===== src/rtl/order_dispatch_pkg.sv =====
// -----------------------------------------------------------------------------
// order_dispatch_pkg
//
// Shared definitions for the order dispatcher:
//   - order code constants (END marker, reserved code)
//   - field widths for order code, order id and completion counter
//   - dispatcher FSM state encoding
//   - helper that classifies an order code as a valid engine select
//
// Optional feature macro used by the design: ORDER_TIMEOUT_EN
// -----------------------------------------------------------------------------
package order_dispatch_pkg;

   localparam int CODE_W = 3;
   localparam int ID_W   = 32;
   localparam int CNT_W  = 16;

   localparam logic [CODE_W-1:0] ORD_RSVD = 3'd0;
   localparam logic [CODE_W-1:0] ORD_END  = 3'd7;

   typedef enum logic [2:0] {
      S_IDLE      = 3'd0,
      S_LAT       = 3'd1,
      S_DECODE    = 3'd2,
      S_ISSUE     = 3'd3,
      S_WAIT_DONE = 3'd4,
      S_COMPLETE  = 3'd5
   } state_t;

   // True when the code selects one of the first num_engines engines.
   // Code 0 is reserved and code 7 is the END marker, so neither ever
   // selects an engine regardless of how many engines are built.
   function automatic logic code_is_engine(input logic [CODE_W-1:0] code,
                                           input int                num_engines);
      return (code != ORD_RSVD) && (code != ORD_END) &&
             (int'(code) <= num_engines);
   endfunction

endpackage : order_dispatch_pkg


===== src/rtl/order_dispatch_watchdog.sv =====
// -----------------------------------------------------------------------------
// order_watchdog
//
// Cycle counter used to bound the wait for an engine done pulse.
// The counter is held at zero while clear is high and counts up while run is
// high. expired is asserted combinationally on the LIMIT-th consecutive run
// cycle, so the owner can act on it in that same cycle.
//
// Ports:
//   clk      in  clock
//   rst_n    in  asynchronous active-low reset
//   clear    in  hold the counter at zero
//   run      in  count this cycle
//   expired  out LIMIT run cycles have elapsed since the last clear
//
// Built only when ORDER_TIMEOUT_EN is defined.
// -----------------------------------------------------------------------------
module order_watchdog #(
   parameter int LIMIT = 100
) (
   input  logic clk,
   input  logic rst_n,
   input  logic clear,
   input  logic run,
   output logic expired
);

   localparam int          W    = (LIMIT > 1) ? $clog2(LIMIT + 1) : 1;
   localparam logic [W-1:0] LAST = W'(LIMIT - 1);

   logic [W-1:0] count;

   always_ff @(posedge clk or negedge rst_n) begin
      if (!rst_n) begin
         count <= '0;
      end else if (clear) begin
         count <= '0;
      end else if (run) begin
         count <= count + 1'b1;
      end
   end

   // count reads LAST during the LIMIT-th run cycle after a clear.
   assign expired = run && (count == LAST);

endmodule : order_watchdog


===== src/rtl/order_dispatch.sv =====
// -----------------------------------------------------------------------------
// order_dispatch
//
// Order sequencer sitting downstream of the order cache FIFO. Pops one order,
// lets the cache register the order fields, decodes the code, pulses the start
// line of the selected engine and waits for that engine's done pulse before
// publishing completion status.
//
// Ports:
//   system_clk    in   clock
//   rst_n         in   asynchronous active-low reset
//   run_en        in   dispatch permitted while high
//   status_clear  in   pulse; clears halted, order_err, timeout_err
//   pop_order_en  out  pop request to the cache (combinational)
//   order_valid   in   pop accepted this cycle
//   order         in   order code from the cache
//   id            in   order id from the cache
//   engine_start  out  one-hot start pulse, bit = order-1
//   engine_done   in   done pulses from the engines
//   engine_abort  out  pulse on watchdog expiry
//   busy          out  high in every state except IDLE (combinational)
//   halted        out  sticky, set by END
//   end_irq       out  pulse when END is decoded
//   complete      out  pulse per finished engine order
//   last_id       out  id of the latest completed or END order
//   done_count    out  completed engine orders, wraps
//   order_err     out  sticky, set on an invalid order code
//   timeout_err   out  sticky watchdog flag
//   fsm_state     out  current FSM state for observation
//
// Handshake: the cache accepts a pop in any cycle where pop_order_en and
// order_valid are both high; the order fields are then stable from the
// DECODE cycle onwards. engine_start and engine_done are single-cycle pulses
// with no back-pressure.
//
// Optional feature macro: ORDER_TIMEOUT_EN (watchdog on the done wait).
// -----------------------------------------------------------------------------
module order_dispatch
   import order_dispatch_pkg::*;
#(
   parameter int NUM_ENGINES    = 6,
   parameter int TIMEOUT_CYCLES = (1 << 24) - 1
) (
   input  logic                   system_clk,
   input  logic                   rst_n,
   input  logic                   run_en,
   input  logic                   status_clear,
   output logic                   pop_order_en,
   input  logic                   order_valid,
   input  logic [CODE_W-1:0]      order,
   input  logic [ID_W-1:0]        id,
   output logic [NUM_ENGINES-1:0] engine_start,
   input  logic [NUM_ENGINES-1:0] engine_done,
   output logic                   engine_abort,
   output logic                   busy,
   output logic                   halted,
   output logic                   end_irq,
   output logic                   complete,
   output logic [ID_W-1:0]        last_id,
   output logic [CNT_W-1:0]       done_count,
   output logic                   order_err,
   output logic                   timeout_err,
   output state_t                 fsm_state
);

   state_t                 state;
   logic [CODE_W-1:0]      code_q;
   logic [ID_W-1:0]        id_q;
   logic [NUM_ENGINES-1:0] start_sel;
   logic [NUM_ENGINES-1:0] wait_sel;
   logic                   done_hit;
   logic                   wd_expired;

   // One-hot engine selects: start_sel from the live code during DECODE,
   // wait_sel from the captured code while waiting for done.
   always_comb begin
      start_sel = '0;
      wait_sel  = '0;
      for (int i = 0; i < NUM_ENGINES; i++) begin
         start_sel[i] = (int'(order)  == i + 1);
         wait_sel[i]  = (int'(code_q) == i + 1);
      end
   end

   // Done pulses from engines other than the selected one are ignored.
   assign done_hit = |(engine_done & wait_sel);

   assign pop_order_en = (state == S_IDLE) && run_en && !halted;
   assign busy         = (state != S_IDLE);
   assign fsm_state    = state;

`ifdef ORDER_TIMEOUT_EN
   logic abort_q;
   logic timeout_q;

   // Held clear outside WAIT_DONE, so every entry starts from zero.
   order_watchdog #(
      .LIMIT (TIMEOUT_CYCLES)
   ) u_order_watchdog (
      .clk     (system_clk),
      .rst_n   (rst_n),
      .clear   (state != S_WAIT_DONE),
      .run     (state == S_WAIT_DONE),
      .expired (wd_expired)
   );

   assign engine_abort = abort_q;
   assign timeout_err  = timeout_q;
`else
   assign wd_expired   = 1'b0;
   assign engine_abort = 1'b0;
   assign timeout_err  = 1'b0;
`endif

   always_ff @(posedge system_clk or negedge rst_n) begin
      if (!rst_n) begin
         state        <= S_IDLE;
         code_q       <= '0;
         id_q         <= '0;
         engine_start <= '0;
         halted       <= 1'b0;
         end_irq      <= 1'b0;
         complete     <= 1'b0;
         last_id      <= '0;
         done_count   <= '0;
         order_err    <= 1'b0;
`ifdef ORDER_TIMEOUT_EN
         abort_q      <= 1'b0;
         timeout_q    <= 1'b0;
`endif
      end else begin
         // Pulse outputs default low; they are raised on the transition
         // into the state in which they must be visible.
         engine_start <= '0;
         end_irq      <= 1'b0;
         complete     <= 1'b0;
`ifdef ORDER_TIMEOUT_EN
         abort_q      <= 1'b0;
`endif

         // Clear first so that a set in the same cycle below takes priority.
         if (status_clear) begin
            halted    <= 1'b0;
            order_err <= 1'b0;
`ifdef ORDER_TIMEOUT_EN
            timeout_q <= 1'b0;
`endif
         end

         case (state)
            S_IDLE: begin
               if (pop_order_en && order_valid) begin
                  state <= S_LAT;
               end
            end

            // The cache registers the popped fields at the end of this cycle.
            S_LAT: begin
               state <= S_DECODE;
            end

            S_DECODE: begin
               code_q <= order;
               id_q   <= id;
               if (order == ORD_END) begin
                  halted  <= 1'b1;
                  end_irq <= 1'b1;
                  last_id <= id;
                  state   <= S_IDLE;
               end else if (code_is_engine(order, NUM_ENGINES)) begin
                  engine_start <= start_sel;
                  state        <= S_ISSUE;
               end else begin
                  // Invalid code: the order is dropped.
                  order_err <= 1'b1;
                  state     <= S_IDLE;
               end
            end

            // engine_start is high during this cycle.
            S_ISSUE: begin
               state <= S_WAIT_DONE;
            end

            S_WAIT_DONE: begin
               if (done_hit) begin
                  complete   <= 1'b1;
                  last_id    <= id_q;
                  done_count <= done_count + 1'b1;
                  state      <= S_COMPLETE;
`ifdef ORDER_TIMEOUT_EN
               end else if (wd_expired) begin
                  abort_q   <= 1'b1;
                  timeout_q <= 1'b1;
                  state     <= S_IDLE;
`endif
               end
            end

            // complete is high during this cycle; status is already updated.
            S_COMPLETE: begin
               state <= S_IDLE;
            end

            default: begin
               state <= S_IDLE;
            end
         endcase
      end
   end

endmodule : order_dispatch

===== config.mk =====
export PLATFORM = sky130hd
export DESIGN_NAME = order_dispatch
export DESIGN_NICKNAME = d
export VERILOG_FILES = /design/src/rtl/order_dispatch_pkg.sv /design/src/rtl/order_dispatch_watchdog.sv /design/src/rtl/order_dispatch.sv
export SDC_FILE = /design/constraint.sdc
export NUM_CORES = 1
export LEC_CHECK = 0
export CORE_ASPECT_RATIO = 0.7
export CORE_MARGIN = 8
export CORE_UTILIZATION = 48
export DETAILED_ROUTE_END_ITERATION = 10
export PLACE_DENSITY = 0.8
export SYNTH_ARGS = -nofsm -noshare
export SYNTH_HDL_FRONTEND = slang
export SYNTH_HIERARCHICAL = 1
export SYNTH_SLANG_ARGS = --single-unit

===== constraint.sdc =====
create_clock -name system_clk -period 2.75 [get_ports system_clk]
set_input_delay 0.55 -clock system_clk [delete_from_list [all_inputs] [get_ports system_clk]]
set_output_delay 0.55 -clock system_clk [all_outputs]
set_load 0.005 [all_outputs]

==> out/results.ini, run 1 <==
[critical_path]
crit_start=fsm_state[0]
crit_required_ps=2200
critPathArrivalTime_ps=1990
critPathSlowestCell=clkdlybuf4s50_1
critPathCaptureType=output pin
cp_max_fo=10
rr_endpoint=last_id[21]
crit_type=flop to output pin
rr_worst_depth=6
r2r_slack_ps=730
max_stage_delay_ps=540
cp_cell_sequence=or3_1 -> nor3b_1 -> clkdlybuf4s50_1
reg2reg_from=code_q[2]
start_kind=flop

[cts]
clk_path_buf_depth=2
cts_hold_buffers=0
post_cts_buffers=0
cts_tree=yes
cts_resized=0
root_buffer=clkbuf_16
cts.clk_slew.worst_paths_ps=70
htree_levels=3
numCtsBuffers=9
cts_num_sinks=96
clk_latency_ps=330

[global_routing]
overflow=0
grt.total_usage_pct=17.21
grt_max_degree=51
grt_first_pass_wirelength_mm=16.22
grt_pass1_vias=3046
antenna_found_initial=0

[detailed_routing]
drt-initial-drc-count=144
vias_per_cell=5.622
routedWlPerCell_microns=19.05
vias=2974
drt.antenna.violating_nets=0
drtPass1Iterations=4
drc=0
finalWirelength_mm=10.08

[final_layout]
nFillCells=637
final_cell_mix=clkdlybuf4s50_1, dfrtp_1, mux2_2
drive_above_1_share_pct=16.51
finalNetCount=466
area_delta_synth_final_pct=36.29
final_common_cell=clkdlybuf4s50_1
fin_cells=529
n_antenna_cell=0

[sta]
maxClockFrequency_mhz=393.2
slew_viol_final=0
tightest_slew_ps=626.3
skew_ps=5.403
tns_ps=0
finalCriticalPeriod_ps=2543
setup_violations=0
slew_headroom_pct=58.24
period_share_pct=92.48
finalHoldViolCount=0
rsz0062_at_grt=no

[logic_synthesis]
ys.flop_type=dfrtp_1
seq_area_frac_synth_pct=58.75
synth_cells=312
ys_ff_latch=96
yosysWarnings=6
synth_area_sq_mm=0.004089
avgSynthCellArea_sq_um=13.11
synthDistinctLibCells=38
synth_edf_count=0
synth-async-reset-ratio_pct=100.0

[outcome]
status=completed

[die]
ioPinCount=111
floorplan.die_area_sq_mm=0.01178
core_sq_mm=0.008373
die_width_microns=126.3
rows=28
initial_core_util_pct=48.83
die_h_microns=93.22

[placed_design]
dpl.hpwl_mm=7.054
place_inst=513
place_congestion=0.7833
port_buffers=108

[power_and_ir_drop]
power_frac_clock_pct=23.6
power_mw=5.588
p_int_mw=3.984
combinationalPowerShare_pct=34.3
swShare_pct=28.72
p_leak_nw=2.308
powerDensity_mw_per_mm2=1003
seq_power_share_pct=42.2
vdd_drop_max_mv=0.5659
power_switching_mw=1.605

[flow_run]
cap_violations=0

[min_path]
hp-class=input pin to async pin

==> stage by stage <==
stage	utilization [%]	worst slack [ps]	instance area, sq um	hold slack (ps)
2_1_floorplan	-	780.5	4093	254.4
3_3_place_gp	62.73	325.6	5253	454.6
3_5_place_dp	62.73	244.0	5253	464.5
4_1_cts	66.56	180.5	5573	246.6
5_1_grt	66.56	110.6	5573	276.6
6_report	66.56	206.9	5573	216.3
==> state kept, by name, summed over array words and instances (netlist names) <==
name / cells
code_q: 3
complete: 1
done_count: 16
end_irq: 1
engine_start: 6
fsm_state: 3
halted: 1
id_q: 32
last_id: 32
order_err: 1
==> power groups by stage <==
| stage | sequential [mW] | combinational [mW] | clock, mW |
|---|---|---|---|
| after floorplan | 2.29 | 1.01 | 0 |
| after global placement | 2.35 | 1.86 | 0 |
| after detailed placement | 2.36 | 1.95 | 0 |
| after CTS | 2.35 | 1.95 | 1.35 |
| after global routing | 2.42 | 2.08 | 1.39 |
| final | 2.36 | 1.92 | 1.32 |
==> Yosys cell counts (2+ instances only) <==
master,instances,area [sq um]
nand4_1,2,12.51
nand2b_1,4,25.02
nor2_1,6,22.52
nand3_1,8,40.04
xor2_1,12,105.1
nor3b_1,2,15.01
o21ai_0,2,10.01
mux2i_1,2,20.02
or3_1,34,212.7
inv_1,6,22.52
buf_6,7,78.83
nand2_1,13,48.80
o221a_1,28,315.3
nor3_1,11,55.05
dfrtp_1,96,2402
nor4_1,5,31.28
o221a_2,4,45.04
buf_4,2,15.01
xnor2_1,3,26.28
buf_2,3,15.01
and4_1,2,17.52
mux2_2,35,394.1
clkbuf_1,10,37.54
==> area by class of cell <==
| cell class | instances | area [sq um] | share of cell area (%) |
|---|---|---|---|
| clock buffer | 9 | 225.2 | 4.041 |
| clock inverter | 7 | 95.09 | 1.706 |
| inverter | 6 | 22.52 | 0.4041 |
| multi-input combinational | 188 | 1518 | 27.23 |
| sequential | 96 | 2402 | 43.11 |
| tap | 105 | 131.4 | 2.357 |
| timing repair buffer | 118 | 1179 | 21.15 |
==> worst max path at each step <==
stage / to / slack (ps)
6_report: pop_order_en / 210
5_1_grt: pop_order_en / 110
4_1_cts: pop_order_en / 180
3_5_place_dp: fsm_state[0] / 240
3_3_place_gp: fsm_state[0] / 330
2_1_floorplan: last_id[21] / 780
==> cell families (layout without fill, tap and decap cells) <==
family	count (synthesis)	count (layout)	share of synthesized area [%]
flip-flops	96	96	58.75
AND/OR/NAND/NOR	92	92	12.64
AO/OA/AOI/OAI	40	40	10.10
multiplexers	38	38	10.68
buffers and inverters	29	140	4.223
XOR/XNOR	15	15	3.213
adder cells (fa/ha/maj)	1	1	0.3059
other	1	2	0.09171
==> critical path, delay by kind of cell, from the launching register on <==
kind	cells	cell delay (ps)
flops	1	470
buf+inv	1	540
simple gates	2	650
==> per-layer routing <==
metal  share of wire, %  wire length, microns  vias to the layer above  track usage, %
li1                   -                     -                     1374               -
met1                 48                  4788                     1506           23.05
met2                 45                  4507                       87           26.53
met5                  0                     0                        -               0
met3                7.1                   717                        7           6.080
met4               0.64                    64                        0           3.689
No activity file was read; power rests on OpenSTA's default activity.
==> run 2: changes to the inputs <==
Settings changed: CORE_MARGIN 8 to 5.
==> out/results.ini, run 2 (same netlist as run 1, synthesis figures left out) <==
[outcome]
status=completed

[global_routing]
grt_first_pass_wirelength_mm=15.63
grt.total_usage_pct=18.84
grt_max_degree=51
antenna_found_initial=0
grt_pass1_vias=3062
overflow=0

[critical_path]
cp_max_fo=10
critPathCaptureType=output pin
crit_type=flop to output pin
rr_worst_depth=6
critPathArrivalTime_ps=1980
start_kind=flop
crit_required_ps=2200

[final_layout]
n_antenna_cell=0
area_delta_synth_final_pct=35.50
fin_cells=528
stdcell_area_sq_mm=0.005540
drive_above_1_share_pct=16.08
reg_top3=id_q x32, last_id x32, done_count x16
final_common_cell=clkdlybuf4s50_1
final_cell_mix=clkdlybuf4s50_1, dfrtp_1, mux2_2
finalNetCount=465

[detailed_routing]
drt-initial-drc-count=237
vias=2919
vias_per_cell=5.528
drc=0
routedWlPerCell_microns=17.98
finalWirelength_mm=9.493
drt.antenna.violating_nets=0
drtPass1Iterations=4

[sta]
slew_viol_final=0
skew_ps=9.382
setup_ws_ps=217.1
tns_ps=0
setup_violations=0
rsz0062_at_grt=no
period_share_pct=92.10
maxClockFrequency_mhz=394.8
slew_headroom_pct=60.44
finalHoldViolCount=0
whs_ps=215.3
finalCriticalPeriod_ps=2533
tightest_slew_ps=593.5

[placed_design]
port_buffers=108
place_inst=512
dpl.hpwl_mm=6.688
dp_slack_ps=265.8
place_congestion=0.8148
postPlaceCellArea_sq_mm=0.005258

[cts]
cts_tree=yes
numCtsBuffers=9
htree_levels=3
cts_hold_buffers=0
cts_num_sinks=96
cts_resized=0
cts.clk_slew.worst_paths_ps=70
clk_path_buf_depth=2
root_buffer=clkbuf_16
post_cts_buffers=0
clk_latency_ps=330

[die]
floorplan.die_area_sq_mm=0.01049
rows=28
die_h_microns=87.22
core_sq_mm=0.008373
die_width_microns=120.3
initial_core_util_pct=48.83
ioPinCount=111

[flow_run]
cap_violations=0

[min_path]
hp-class=input pin to async pin

[power_and_ir_drop]
vdd_drop_max_mv=0.4673
p_leak_nw=2.292
powerDensity_mw_per_mm2=978.8

## run 2: per-layer routing
metal | vias to the layer above | global-route usage, % | part of all wire, %
li1 | 1368 | - | -
met1 | 1455 | 26.26 | 46
met2 | 89 | 29.82 | 46
met3 | 7 | 5.714 | 7.3
met4 | 0 | 3.498 | 0.66
met5 | - | 0 | 0
## run 2: per-stage QoR
| step | utilization (%) | total power [mW] |
|---|---|---|
| 2_1_floorplan | - | 3.296 |
| 3_3_place_gp | 62.79 | 4.189 |
| 3_5_place_dp | 62.79 | 4.295 |
| 4_1_cts | 66.17 | 5.491 |
| 5_1_grt | 66.17 | 5.750 |
| 6_report | 66.17 | 5.423 |
## run 2: worst max-delay path, cell delays in order, from the launching register on
cell and delay [ps]:
dfrtp_1 480, or3_1 460, nor3b_1 190, clkdlybuf4s50_1 530
## run 2: final cells by class
| class | count | area [sq um] |
|---|---|---|
| Timing Repair Buffer | 117 | 1184 |
| Clock inverter | 5 | 40.04 |
| Clock buffer | 11 | 242.7 |
| Tap cell | 105 | 131.4 |
| Multi-Input combinational cell | 188 | 1518 |
| Sequential cell | 96 | 2402 |
| Fill cell | 654 | 2833 |
| Inverter | 6 | 22.52 |
## run 2: final timing paths
path	start	endpoint	slack, ps
max in group asynchronous	rst_n	id_q[2]	1860
worst max register to register	code_q[2]	last_id[8]	760
worst max-delay path	fsm_state[0]	pop_order_en	220
worst min register to register	done_count[15]	done_count[15]	480
min in group system_clk	done_count[15]	done_count[15]	480
worst min-delay path	rst_n	complete	220
## run 2: power by group
group	total (mW)	internal, mW	switching [mW]	leakage [nW]
clock	1.17	0.647	0.525	0.140
combinational	1.89	1.21	0.680	0.998
sequential	2.36	1.97	0.384	1.15
total	5.42	3.83	1.59	2.29
